[config.mk]
export PLATFORM = sky130hd
export DESIGN_NAME = io_bus_arbiter
export DESIGN_NICKNAME = d
export VERILOG_FILES = /design/src/rtl/io_bus_arbiter.sv
export SDC_FILE = /design/constraint.sdc
export NUM_CORES = 1
export LEC_CHECK = 0
export CELL_PAD_IN_SITES_DETAIL_PLACEMENT = 0
export CELL_PAD_IN_SITES_GLOBAL_PLACEMENT = 1
export CORE_ASPECT_RATIO = 0.75
export CORE_MARGIN = 4
export CORE_UTILIZATION = 31
export DETAILED_ROUTE_END_ITERATION = 10
export GPL_ROUTABILITY_DRIVEN = 0
export PLACE_DENSITY = 0.76
export SLEW_MARGIN = 0
export SYNTH_ARGS = -nofsm -noshare
export SYNTH_HDL_FRONTEND = slang
export SYNTH_SLANG_ARGS = --single-unit
[constraint.sdc]
create_clock -name i_oszClk -period 2.1 [get_ports i_oszClk]
set_input_delay 0.42 -clock i_oszClk [delete_from_list [all_inputs] [get_ports i_oszClk]]
set_output_delay 0.42 -clock i_oszClk [all_outputs]
set_load 0.05 [all_outputs]
[src/rtl/io_bus_arbiter.sv]
// Two-port round-robin sequencer for the 8-bit peripheral I/O bus (CE/OE/WE with setup/strobe/hold phases).
// Latency: o_done pulses S+T+H+1 cycles after the request is sampled; no backpressure, requests stay high until o_done.
module io_bus_arbiter #(
    parameter int unsigned SETUP_CYCLES  = 1,
    parameter int unsigned STROBE_CYCLES = 2,
    parameter int unsigned HOLD_CYCLES   = 1
) (
    input  logic       i_oszClk,
    input  logic       i_reset,
    input  logic [1:0] i_req,
    input  logic [1:0] i_we,
    input  logic [7:0] i_addr0,
    input  logic [7:0] i_addr1,
    input  logic [7:0] i_wdata0,
    input  logic [7:0] i_wdata1,
    output logic [1:0] o_done,
    output logic [7:0] o_rdata,
    output logic       o_rdInvalid,
    output logic       o_busy,
    output logic       o_ioNCE,
    output logic       o_ioNOE,
    output logic       o_ioNWE,
    output logic [7:0] o_ioAddress,
    output logic [7:0] o_bus,
    input  logic [7:0] i_bus,
    input  logic       i_busNOE
);

    typedef enum logic [1:0] {IDLE, SETUP, STROBE, HOLD} state_t;

    localparam logic [3:0] SETUP_LOAD  = 4'(SETUP_CYCLES - 1);
    localparam logic [3:0] STROBE_LOAD = 4'(STROBE_CYCLES - 1);
    localparam logic [3:0] HOLD_LOAD   = 4'(HOLD_CYCLES - 1);

    state_t     state, nextState;
    logic [3:0] cnt, nextCnt;
    logic       curPort, curWe, last, pendInv;
    logic       winner, startXfer, captureRd, finish;

    // Tie goes to the port not served last; a lone requester always wins.
    assign winner = (i_req == 2'b11) ? ~last : i_req[1];

    always_comb begin
        nextState = state;
        nextCnt   = cnt;
        startXfer = 1'b0;
        captureRd = 1'b0;
        finish    = 1'b0;
        case (state)
            IDLE: begin
                // A done pulse in this cycle blocks a restart, so a port dropping req on done is not served twice.
                if ((|i_req) && (o_done == 2'b00)) begin
                    startXfer = 1'b1;
                    nextState = SETUP;
                    nextCnt   = SETUP_LOAD;
                end
            end
            SETUP: begin
                if (cnt == 4'd0) begin
                    nextState = STROBE;
                    nextCnt   = STROBE_LOAD;
                end else begin
                    nextCnt = cnt - 4'd1;
                end
            end
            STROBE: begin
                if (cnt == 4'd0) begin
                    nextState = HOLD;
                    nextCnt   = HOLD_LOAD;
                    captureRd = ~curWe;
                end else begin
                    nextCnt = cnt - 4'd1;
                end
            end
            HOLD: begin
                if (cnt == 4'd0) begin
                    nextState = IDLE;
                    finish    = 1'b1;
                end else begin
                    nextCnt = cnt - 4'd1;
                end
            end
            default: nextState = IDLE;
        endcase
    end

    always_ff @(posedge i_oszClk or posedge i_reset) begin
        if (i_reset) begin
            state       <= IDLE;
            cnt         <= 4'd0;
            curPort     <= 1'b0;
            curWe       <= 1'b0;
            last        <= 1'b1;
            pendInv     <= 1'b0;
            o_ioAddress <= 8'h00;
            o_bus       <= 8'h00;
            o_rdata     <= 8'h00;
            o_done      <= 2'b00;
            o_rdInvalid <= 1'b0;
            o_busy      <= 1'b0;
            o_ioNCE     <= 1'b1;
            o_ioNOE     <= 1'b1;
            o_ioNWE     <= 1'b1;
        end else begin
            state <= nextState;
            cnt   <= nextCnt;
            if (startXfer) begin
                curPort     <= winner;
                last        <= winner;
                curWe       <= i_we[winner];
                pendInv     <= 1'b0;
                o_ioAddress <= winner ? i_addr1 : i_addr0;
                o_bus       <= i_we[winner] ? (winner ? i_wdata1 : i_wdata0) : 8'h00;
            end
            if (captureRd) begin
                o_rdata <= i_busNOE ? 8'hFF : i_bus;
                pendInv <= i_busNOE;
            end
            o_done      <= finish ? (curPort ? 2'b10 : 2'b01) : 2'b00;
            o_rdInvalid <= finish & pendInv;
            o_busy      <= (nextState != IDLE);
            // curWe is already latched whenever STROBE is entered, since SETUP lasts at least one cycle.
            o_ioNCE     <= (nextState == IDLE);
            o_ioNWE     <= ~((nextState == STROBE) & curWe);
            o_ioNOE     <= ~((nextState == STROBE) & ~curWe);
        end
    end

endmodule

# Yosys cells after proc, flatten, opt, wreduce, memory -nomap -nowiden
# Cells that the tools add are included.
# W data, S select, Z words.
[classes] reduce_logical=9 n_lt_le_gt_ge=1 n_bitwise=7 n_mux=27 addsub=1 eq_ne=7
[op_table] operator="$mux W8" count=4
[op_table] operator="$mux W4" count=4
[op_table] operator="$pmux W4 S4" count=1
[op_table] operator="$mux W2" count=6
[op_table] operator="$mux W1" count=11
[op_table] operator="$eq A2 B2 Y1 const B" count=4
[op_table] operator="$pmux W2 S4" count=1
[op_table] operator="$logic_not A2 Y1" count=3
[op_table] operator="$logic_not A4 Y1" count=1
[op_table] operator="$ne A2 B2 Y1 const B" count=2
[op_table] operator="$not A1 Y1" count=4
[op_table] operator="$reduce_bool A2 Y1" count=2
[op_table] operator="$sub A4 B1 Y4 const B" count=1
[op_table] operator="$and A1 B1 Y1" count=3
[op_table] operator="$eq A2 B1 Y1 const B" count=1
[op_table] operator="$lt A1 B2 Y1 const B" count=1
[op_table] operator="$reduce_and A2 Y1" count=1
[op_table] operator="$reduce_or A2 Y1" count=1
[op_table] operator="$logic_and A1 B1 Y1" count=1
[word_totals] wordCells=67 output_inout_bits=31 in_bits=47 reg_bits=41

# Depth between registers and ports, before layout
# Gate-level depths: netlist (run 1).
[logic_depth] ltp_word=7 mapped_depth=8 depth_no_buf=6

# Worst setup path before layout (run 1)
# OpenSTA, ideal clock, no wires.
[synth_timing] path_type="reg-to-reg" startpoint="reg cnt[0]" endpoint="reg o_rdata[1]" arrival_time_ns=1.740 t_required_ns=1.980 setup_ns=0.120 path_slack_ns=0.240 period_less_slack_ns=1.860 path_stages_with_launch=9 path_buffers=2 path_cell_list="dfrtp_1 -> inv_1 -> ha_1 -> or3b_4 -> or3_1 -> buf_2 -> buf_6 -> nand2_1 -> o21ai_2"
[synth_between] elab_chain_len=3
[synth_rtl] item="start: declaration" line="36" text="logic [3:0] cnt, nextCnt;"
[synth_rtl] item="start signal: assignment" line="106" text="cnt <= nextCnt;"
[synth_rtl] item="$logic_not A4 Y1" line="67" text="if (cnt == 4'd0) begin"
[synth_rtl] item="$mux W1" line="67"
[synth_rtl] item="$mux W1" line="49" text="case (state)"
[synth_rtl] item="end signal: assignment" line="116" text="o_rdata <= i_busNOE ? 8'hFF : i_bus;"
[synth_rtl] item="end: declaration" line="17" text="output logic [7:0] o_rdata,"
# No other way between the ends.
# A chain may end at the register's enable or synchronous reset.

# Final worst setup path (run 1)
[layout_timing] startpoint="reg o_ioNCE" endpoint="out o_ioNCE"
[layout_rtl] item="start: declaration" line="20" text="output logic o_ioNCE,"
[layout_rtl] item="start signal: assignment" line="123" text="o_ioNCE <= (nextState == IDLE);"
# No word-level cell between the ends.

==> results.md, run 1 <==
Setup path:
- The data required time at the worst endpoint is 1680 ps.
- The critical path's top delay family is buffers and inverters.
- By startpoint and endpoint, the worst setup path is classified as reg -> out.
- The number of buffers and inverters on the critical path is 1.
- For this design, the slowest cell found on the critical path is clkdlybuf4s50_1.
- The signal on the critical path passes through clkdlybuf4s50_1.
- For the worst setup path, the data arrival time is about 1600 ps.
- Along the worst path, the maximum fanout reaches 1.
- The endpoint kind of the worst setup timing path is a primary output.
- STA classifies the critical path startpoint as a flip-flop.
- The largest single stage delay on the critical path is between 700 and 800 ps.

Floorplan:
- Measured along the y axis, the die boundary spans between 70 and 80 um.
- The floorplan step defined a core boundary enclosing between 5000 and 6000 um2.
- The initial utilization of the core area, before any placement, comes to 0.330.
- The number of placement rows is 23.
- In this run the count of I/O pins placed on the die edge is 78.
- The horizontal extent of the die is 96.5 um.
- The die footprint is 7180 um2.

Synth:
- The dominant register cell in the synthesized netlist is dfrtp_1.
- The number of synthesized register bits is 41.
- The mean area per synthesized cell is 9.95 um2.
- For this run, the number of Yosys warnings is 0.
- In the synthesized netlist, the cells that appear most often are 37 x dfrtp_1, 33 x nand2_1, 20 x o21ai_0.
- Synthesis instantiated 35 different standard cells from the library.
- The summed instance area of the synthesized netlist is approximately 1800 um2.
- In the post-synthesis netlist, the cell with the most instances is dfrtp_1.
- The cell count after synthesis came out at 183.
- The synthesized design contains 0 enable-type register cells.
- Ranked by total cell area, the synthesized netlist is headed by dfrtp_1 51%, nand2_1 6.8%, dfstp_2 5.8%.
- Counting every net in the synthesized netlist gives ~230.
- The biggest area contributor in the post-synthesis netlist is dfrtp_1.
- The share of the yosys chip area belonging to registers is 0.566.
- Of the post-synthesis cell area, the dominant cell type holds 0.508.
- The async set-or-reset flop fraction in the synthesized netlist is 1.00.

Timing:
- The final period utilization is 0.970.
- The count of endpoints failing setup in the final report is 0.
- The maximum clock frequency is approximately 490 MHz.
- Between clock sinks in the finished design, the worst skew comes to 3.01 ps.
- The transition time of the tightest slew-check pin is about 530 ps.
- The number of hold-slack violations in the final timing report was 0.
- The setup TNS is 0 ps.
- The normalized max-slew margin is 0.647.
- The number of slew-limit violations in the final report is 0.
- Setup repair after global routing left no endpoint under its margin.
- The minimum clock period is between 2000 and 2500 ps.

Clock tree:
- For the worst-skew pair, the clock arrives at the later sink with an insertion delay of ~300 ps.
- The number of buffers inserted by hold repair at cts is 0.
- The cell chosen for the clock root is clkbuf_8.
- The H-tree level count is 2.
- Once the clock tree was built, the resizer swapped 0 gates to a different size.
- The clock drives 41 sinks.
- TritonCTS built the clock tree.
- The maximum count of clock buffers along a single path is 2.
- Buffers inserted during clock tree synthesis total 5.
- Clock-pin slew was measured on the worst setup and hold paths at about 80 ps.
- Buffers added to address setup during post-CTS repair amount to 0.

Power:
- The net switching fraction of the power is 0.449.
- The worst-case IR drop observed on VDD is 0.763 mV.
- The internal cell power is roughly 0.0023 W.
- The share of total power dissipated in the clock network is 0.152.
- In this run the power density over the cells is 1480 nW/um2.
- The overall power is ~0.0042 W.
- Of the total power, combinational logic draws 0.520.
- The net switching component of the power is 0.00188 W.
- In this run the static leakage power is between 1 and 1.5 nW.
- The sequential cell fraction of total power is 0.327.

Global routing:
- The pin count of the biggest net entering global routing is 42.
- For this run the aggregate overflow at the end of global routing stands at 0.
- The first global-routing pass estimated 7.26 mm of wire.
- The number of global-route vias before repair is 1457.
- The initial antenna violation count is 0.
- In the global route stage, overall resource usage came out at 0.135.

Hold path:
- The class of the most critical hold timing path is in -> async.

Drt:
- The average wire per cell in the routed design is 13.3 um.
- The first routing iteration left 33 violations.
- The number of vias per cell is 4.49.
- The detailed router placed 1522 vias in this run.
- The final wirelength is approximately 4.5 mm.
- The final routed DRC violation total is 0.
- The first detailed-routing pass ran for 4 iterations.
- The number of antenna-violating nets in the routed design is 0.

Placement:
- During placement, the flow inserted port buffers numbering 77.
- The placed standard-cell area is between 2000 and 3000 um2.
- Detailed placement ended at an HPWL of 3.33 mm.
- The number of placed instances, taps included, is 331.

Cells and area:
- In the final layout, the share of cells above drive strength 1 is 0.0833.
- Measured on the finished design, the core utilization comes to 0.510.
- From synthesis to final layout, the design area changed by 54.7%.
- The net count of the finished layout is approximately 310.
- Leaving out filler cells and counting taps, the final layout contains about 340.
- The post-route standard cell area excluding fillers is 2820 um2.
- The number of antenna diodes in the final layout is 0.

Run:
- Across the run, the number of max-cap violations was 0.

Outcome:
- The flow ran to the end, and the final reports show no timing, DRC or antenna violations.
metrics by stage:
step                      hold WS [ps]  worst slack (ps)
after floorplan                    400               240
after global placement             435              89.4
after detailed placement           433              8.25
after CTS                          444              39.2
after global routing               462              20.0
final                              445              63.0
registers in the layout, summed over array words and instances (netlist names), 2 cells and up:
register     count
o_bus            8
o_ioAddress      8
o_rdata          8
cnt              4
o_done           2
state            2
worst paths after layout:
| check | start | to | slack, ps | cells after the start |
|---|---|---|---|---|
| worst max-delay path | o_ioNCE | o_ioNCE | 60 | 1 |
| worst min-delay path | i_reset | o_ioAddress[1] | 450 | 3 |
| worst max register to register | cnt[0] | pendInv | 190 | 7 |
| worst min register to register | curWe | o_ioNWE | 450 | 1 |
| max in group asynchronous | i_reset | last | 1390 | 3 |
| min in group i_oszClk | curWe | o_ioNWE | 450 | 1 |
power groups by stage:
stage | Sequential, W | Combinational (W) | Clock, W
after floorplan | 0.00214 | 0.000671 | 0
after global placement | 0.00137 | 0.00217 | 0
after detailed placement | 0.00138 | 0.00220 | 0
after CTS | 0.00137 | 0.00220 | 0.000653
after global routing | 0.00142 | 0.00236 | 0.000691
final | 0.00137 | 0.00218 | 0.000638
cells in the final DEF, fill, tap and decap left out, types with 2 or more instances in the layout:
master,n
nor2b_1,2
clkdlybuf4s50_1,77
clkbuf_8,5
o21ai_0,20
buf_12,2
and3_1,9
inv_1,4
nand2b_1,2
o211ai_1,2
dfstp_2,4
buf_4,4
nand3_1,2
dfrtp_1,37
o21ai_1,7
mux2i_1,9
a31oi_1,9
nor2_1,11
and2_1,3
o21ai_2,2
nor3_1,2
nand2_1,33
cell families (layout without fill, tap and decap cells):
| family | Yosys count | count (layout) | synth area share |
|---|---|---|---|
| AO/OA/AOI/OAI | 47 | 47 | 0.152 |
| XOR/XNOR | 1 | 1 | 0.00481 |
| adder cells (fa/ha/maj) | 1 | 1 | 0.00687 |
| buffers and inverters | 15 | 96 | 0.0371 |
| flip-flops | 41 | 41 | 0.566 |
| multiplexers | 9 | 9 | 0.0495 |
| AND/OR/NAND/NOR | 69 | 69 | 0.184 |
cell type report:
cell class	instances	area, um2
Sequential cell	41	1030
Fill cell	541	2710
Inverter	5	18.8
Clock buffer	6	72.6
Timing Repair Buffer	83	841
Clock inverter	2	38.8
Multi-Input combinational cell	127	723
Tap cell	75	93.8
per-layer routing:
| layer | GRT usage | part of all wire | vias to the layer above |
|---|---|---|---|
| met4 | 0.0607 | 0.020 | 0 |
| met1 | 0.178 | 0.45 | 678 |
| met3 | 0.0597 | 0.093 | 7 |
| met5 | 0 | 0 | - |
| li1 | - | - | 791 |
| met2 | 0.193 | 0.43 | 46 |
Note: power is estimated with default switching activity, not from simulation.
==> run 2: changes to the inputs <==
SLEW_MARGIN = 20   (was 0)
TNS_END_PERCENT = 30   (was unset)
==> results of run 2 <==
No change in the layout: final DEF, timing and power equal those of run 1.
==> run 3: changes to the inputs <==
REMOVE_ABC_BUFFERS = 1   (was unset)
==> results.md, run 3 (synthesis gave the netlist of run 1 again) <==
Setup path:
- The largest driver fanout on the critical path is 1 (unchanged).
- The data arrival at the endpoint of the critical path is 1610 ps (was 1620 ps).
- The category of the most critical setup path was reg -> out (unchanged).
- The number of buffer and inverter stages on the critical path is 1 (unchanged).
- The critical-path cell with the highest stage delay is clkdlybuf4s50_1 (unchanged).
- The critical path's top delay family is buffers and inverters (unchanged).
- The endpoint kind of the worst setup timing path was a primary output (unchanged).
- Cells along the critical path: clkdlybuf4s50_1 (unchanged).
- The data required time at the worst endpoint was 1680 ps (about the same).
- The type of origin of the critical path is a flip-flop (unchanged).
- The largest stage delay on the critical path was 800 ps (was 790 ps).

Clock tree:
- The maximum count of clock buffers along a single path is 2 (unchanged).
- The count of cells resized by post-cts repair is 0 (unchanged).
- The number of clock sinks was 41 (unchanged).
- The number of buffers created by CTS came to 5 (unchanged).
- The buffers inserted during post-CTS setup optimization is 0 (unchanged).
- The cell chosen for the clock root is clkbuf_8 (unchanged).
- The clock-pin transition on the worst setup and hold timing paths is 80 ps (about the same).
- The number of buffers inserted by hold repair at cts came to 0 (unchanged).
- The insertion delay of the later-clocked pin in the worst-skew pair is 290 ps (was 300 ps).
- The CTS tree was yes (unchanged).
- The H-tree level count came to 2 (unchanged).

Timing:
- The clock skew is 8.72 ps (was 3.01 ps).
- The setup TNS is 0 ps (unchanged).
- The worst setup slack after layout came to 74.7 ps (was 63.0 ps).
- The count of endpoints failing setup in the final report was 0 (unchanged).
- The transition time of the tightest slew-check pin is 547 ps (was 527 ps).
- The maximum clock frequency was 494 MHz (was 491 MHz).
- The normalized max-slew margin is 0.634 (was 0.647).
- The final period utilization came to 0.964 (was 0.970).
- The number of slew-limit violations in the final report is 0 (unchanged).
- The minimum clock period was 2030 ps (was 2040 ps).
- Unrepaired setup endpoints after global routing: no (unchanged).
- The number of hold-slack violations in the final timing report is 0 (unchanged).

Floorplan:
- The number of top-level pins is 78 (unchanged).
- The number of placement rows was 23 (unchanged).
- The die height is 74.4 um (unchanged).
- The die footprint was 7180 um2 (unchanged).
- The core box area is 5530 um2 (unchanged).
- The horizontal extent of the die was 96.5 um (unchanged).
- The initial standard-cell utilization of the core is 0.330 (unchanged).

Drt:
- The length of routed met3 wiring is 651 um (was 420 um).
- The met2 wire length is 1.76 mm (was 1.95 mm).
- The average wire per cell in the routed design is 12.8 um (was 13.3 um).
- The total via count after detailed routing came to 1544 (was 1522).
- The highest metal layer with signal wires is met4 (unchanged).
- The number of DRC violations after detailed-routing iteration 0 is 48 (was 33).
- The routed length on met1 is 1.91 mm (was 2.05 mm).
- The number of vias per cell is 4.54 (was 4.49).
- The number of antenna-violating nets in the routed design was 0 (unchanged).
- The number of optimization iterations in the first detailed-route pass is 4 (unchanged).
- The final routed DRC violation total came to 0 (unchanged).
- The final wirelength is 4.35 mm (was 4.51 mm).

Power:
- The internal cell power is 0.00221 W (was 0.00231 W).
- The worst voltage drop across the vdd grid came to 0.658 mV (was 0.763 mV).
- The portion of total power attributed to the clock network came to 0.128 (was 0.152).
- The overall power was 0.00405 W (was 0.00418 W).
- The net switching component of the power is 0.00184 W (was 0.00188 W).
- The leakage component of the power came to 1.24 nW (about the same).
- The sequential cell fraction of total power is 0.337 (was 0.327).
- The power density normalized to cell area is 1450 nW/um2 (was 1480 nW/um2).
- The portion of total power attributed to combinational logic is 0.535 (was 0.520).
- The net switching fraction of the power came to 0.454 (was 0.449).

Cells and area:
- The multi-input gate area in the final layout is 727 um2 (was 723 um2).
- The ratio of cells with drive above 1 in the final layout came to 0.102 (was 0.0833).
- Commonest non-fill, non-tap cells in the layout: 75 x clkdlybuf4s50_1, 37 x dfrtp_1, 33 x nand2_1 (was 77 x clkdlybuf4s50_1, 37 x dfrtp_1, 33 x nand2_1).
- The post-synthesis to final-layout area growth is 53.6% (was 54.7%).
- The fill cell instance count of the final layout is 559 (was 541).
- The most common cell after layout, fill and taps aside is clkdlybuf4s50_1 (unchanged).
- The final standard cell count with taps included and fillers excluded is 340 (was 339).
- The sequential standard cell area is 1030 um2 (unchanged).
- Largest regs: o_bus (8), o_ioAddress (8), o_rdata (8) (unchanged).
- The total number of nets in the final design came to 313 (was 311).
- The antenna diode instance count was 0 (unchanged).

Placement:
- The number of port buffers was 77 (unchanged).
- The worst-case setup slack after placement is 28.3 ps (was 8.25 ps).
- The number of placed cells counting well taps is 333 (was 331).
- The total half-perimeter wirelength after legalization and detailed placement was 3.27 mm (was 3.33 mm).

Run:
- The max-cap violation count is 0 (unchanged).

Global routing:
- The pin count of the biggest net entering global routing is 42 (unchanged).
- The first-pass GRT wire length is 7.08 mm (was 7.26 mm).
- The number of global-route vias before repair was 1543 (was 1457).
- The total congestion overflow after global routing is 0 (unchanged).
- The initial antenna violation count was 0 (unchanged).
- The global-route usage over all layers is 0.128 (was 0.135).

Hold path:
- The class of the most critical hold timing path is reg -> reg (was in -> async).

Outcome:
- Result of the run: completed (unchanged).
-- run 3: power groups by stage --
stage | sequential, W | combinational (W) | clock, W
final | 0.00137 | 0.00217 | 0.000518
after global routing | 0.00141 | 0.00234 | 0.000583
after CTS | 0.00137 | 0.00219 | 0.000538
after detailed placement | 0.00138 | 0.00219 | 0
after global placement | 0.00138 | 0.00216 | 0
after floorplan | 0.00216 | 0.000618 | 0
-- run 3: through the flow --
step	utilization	instance area (um2)	hold slack (ps)
floorplan	-	1770	400
global placement	0.490	2710	442
detailed placement	0.490	2710	444
CTS	0.507	2800	459
global route	0.507	2800	470
finish	0.507	2800	452
-- run 3: final cells by class --
cell class	instances	area share
Clock buffer	6	0.0295
Multi-Input combinational cell	127	0.260
Tap cell	75	0.0335
Clock inverter	1	0.00268
Timing Repair Buffer	85	0.300
Sequential cell	41	0.368
Inverter	5	0.00671
-- run 3: metal layers --
metal | vias up | GRT usage
met1 | 693 | 0.163
met3 | 5 | 0.0819
met5 | - | 0
li1 | 788 | -
met2 | 58 | 0.181
met4 | 0 | 0.0327
-- run 3: path summary, 6_finish.rpt --
path | start | end | slack [ps] | cells after the start
worst max register to register | cnt[0] | o_rdata[4] | 160 | 7
worst min register to register | curPort | o_done[0] | 450 | 1
worst min-delay path | curPort | o_done[0] | 450 | 1
max in group asynchronous | i_reset | o_ioNOE | 1160 | 3
min in group asynchronous | i_reset | o_bus[4] | 570 | 3
worst max-delay path | o_ioNCE | o_ioNCE | 70 | 1
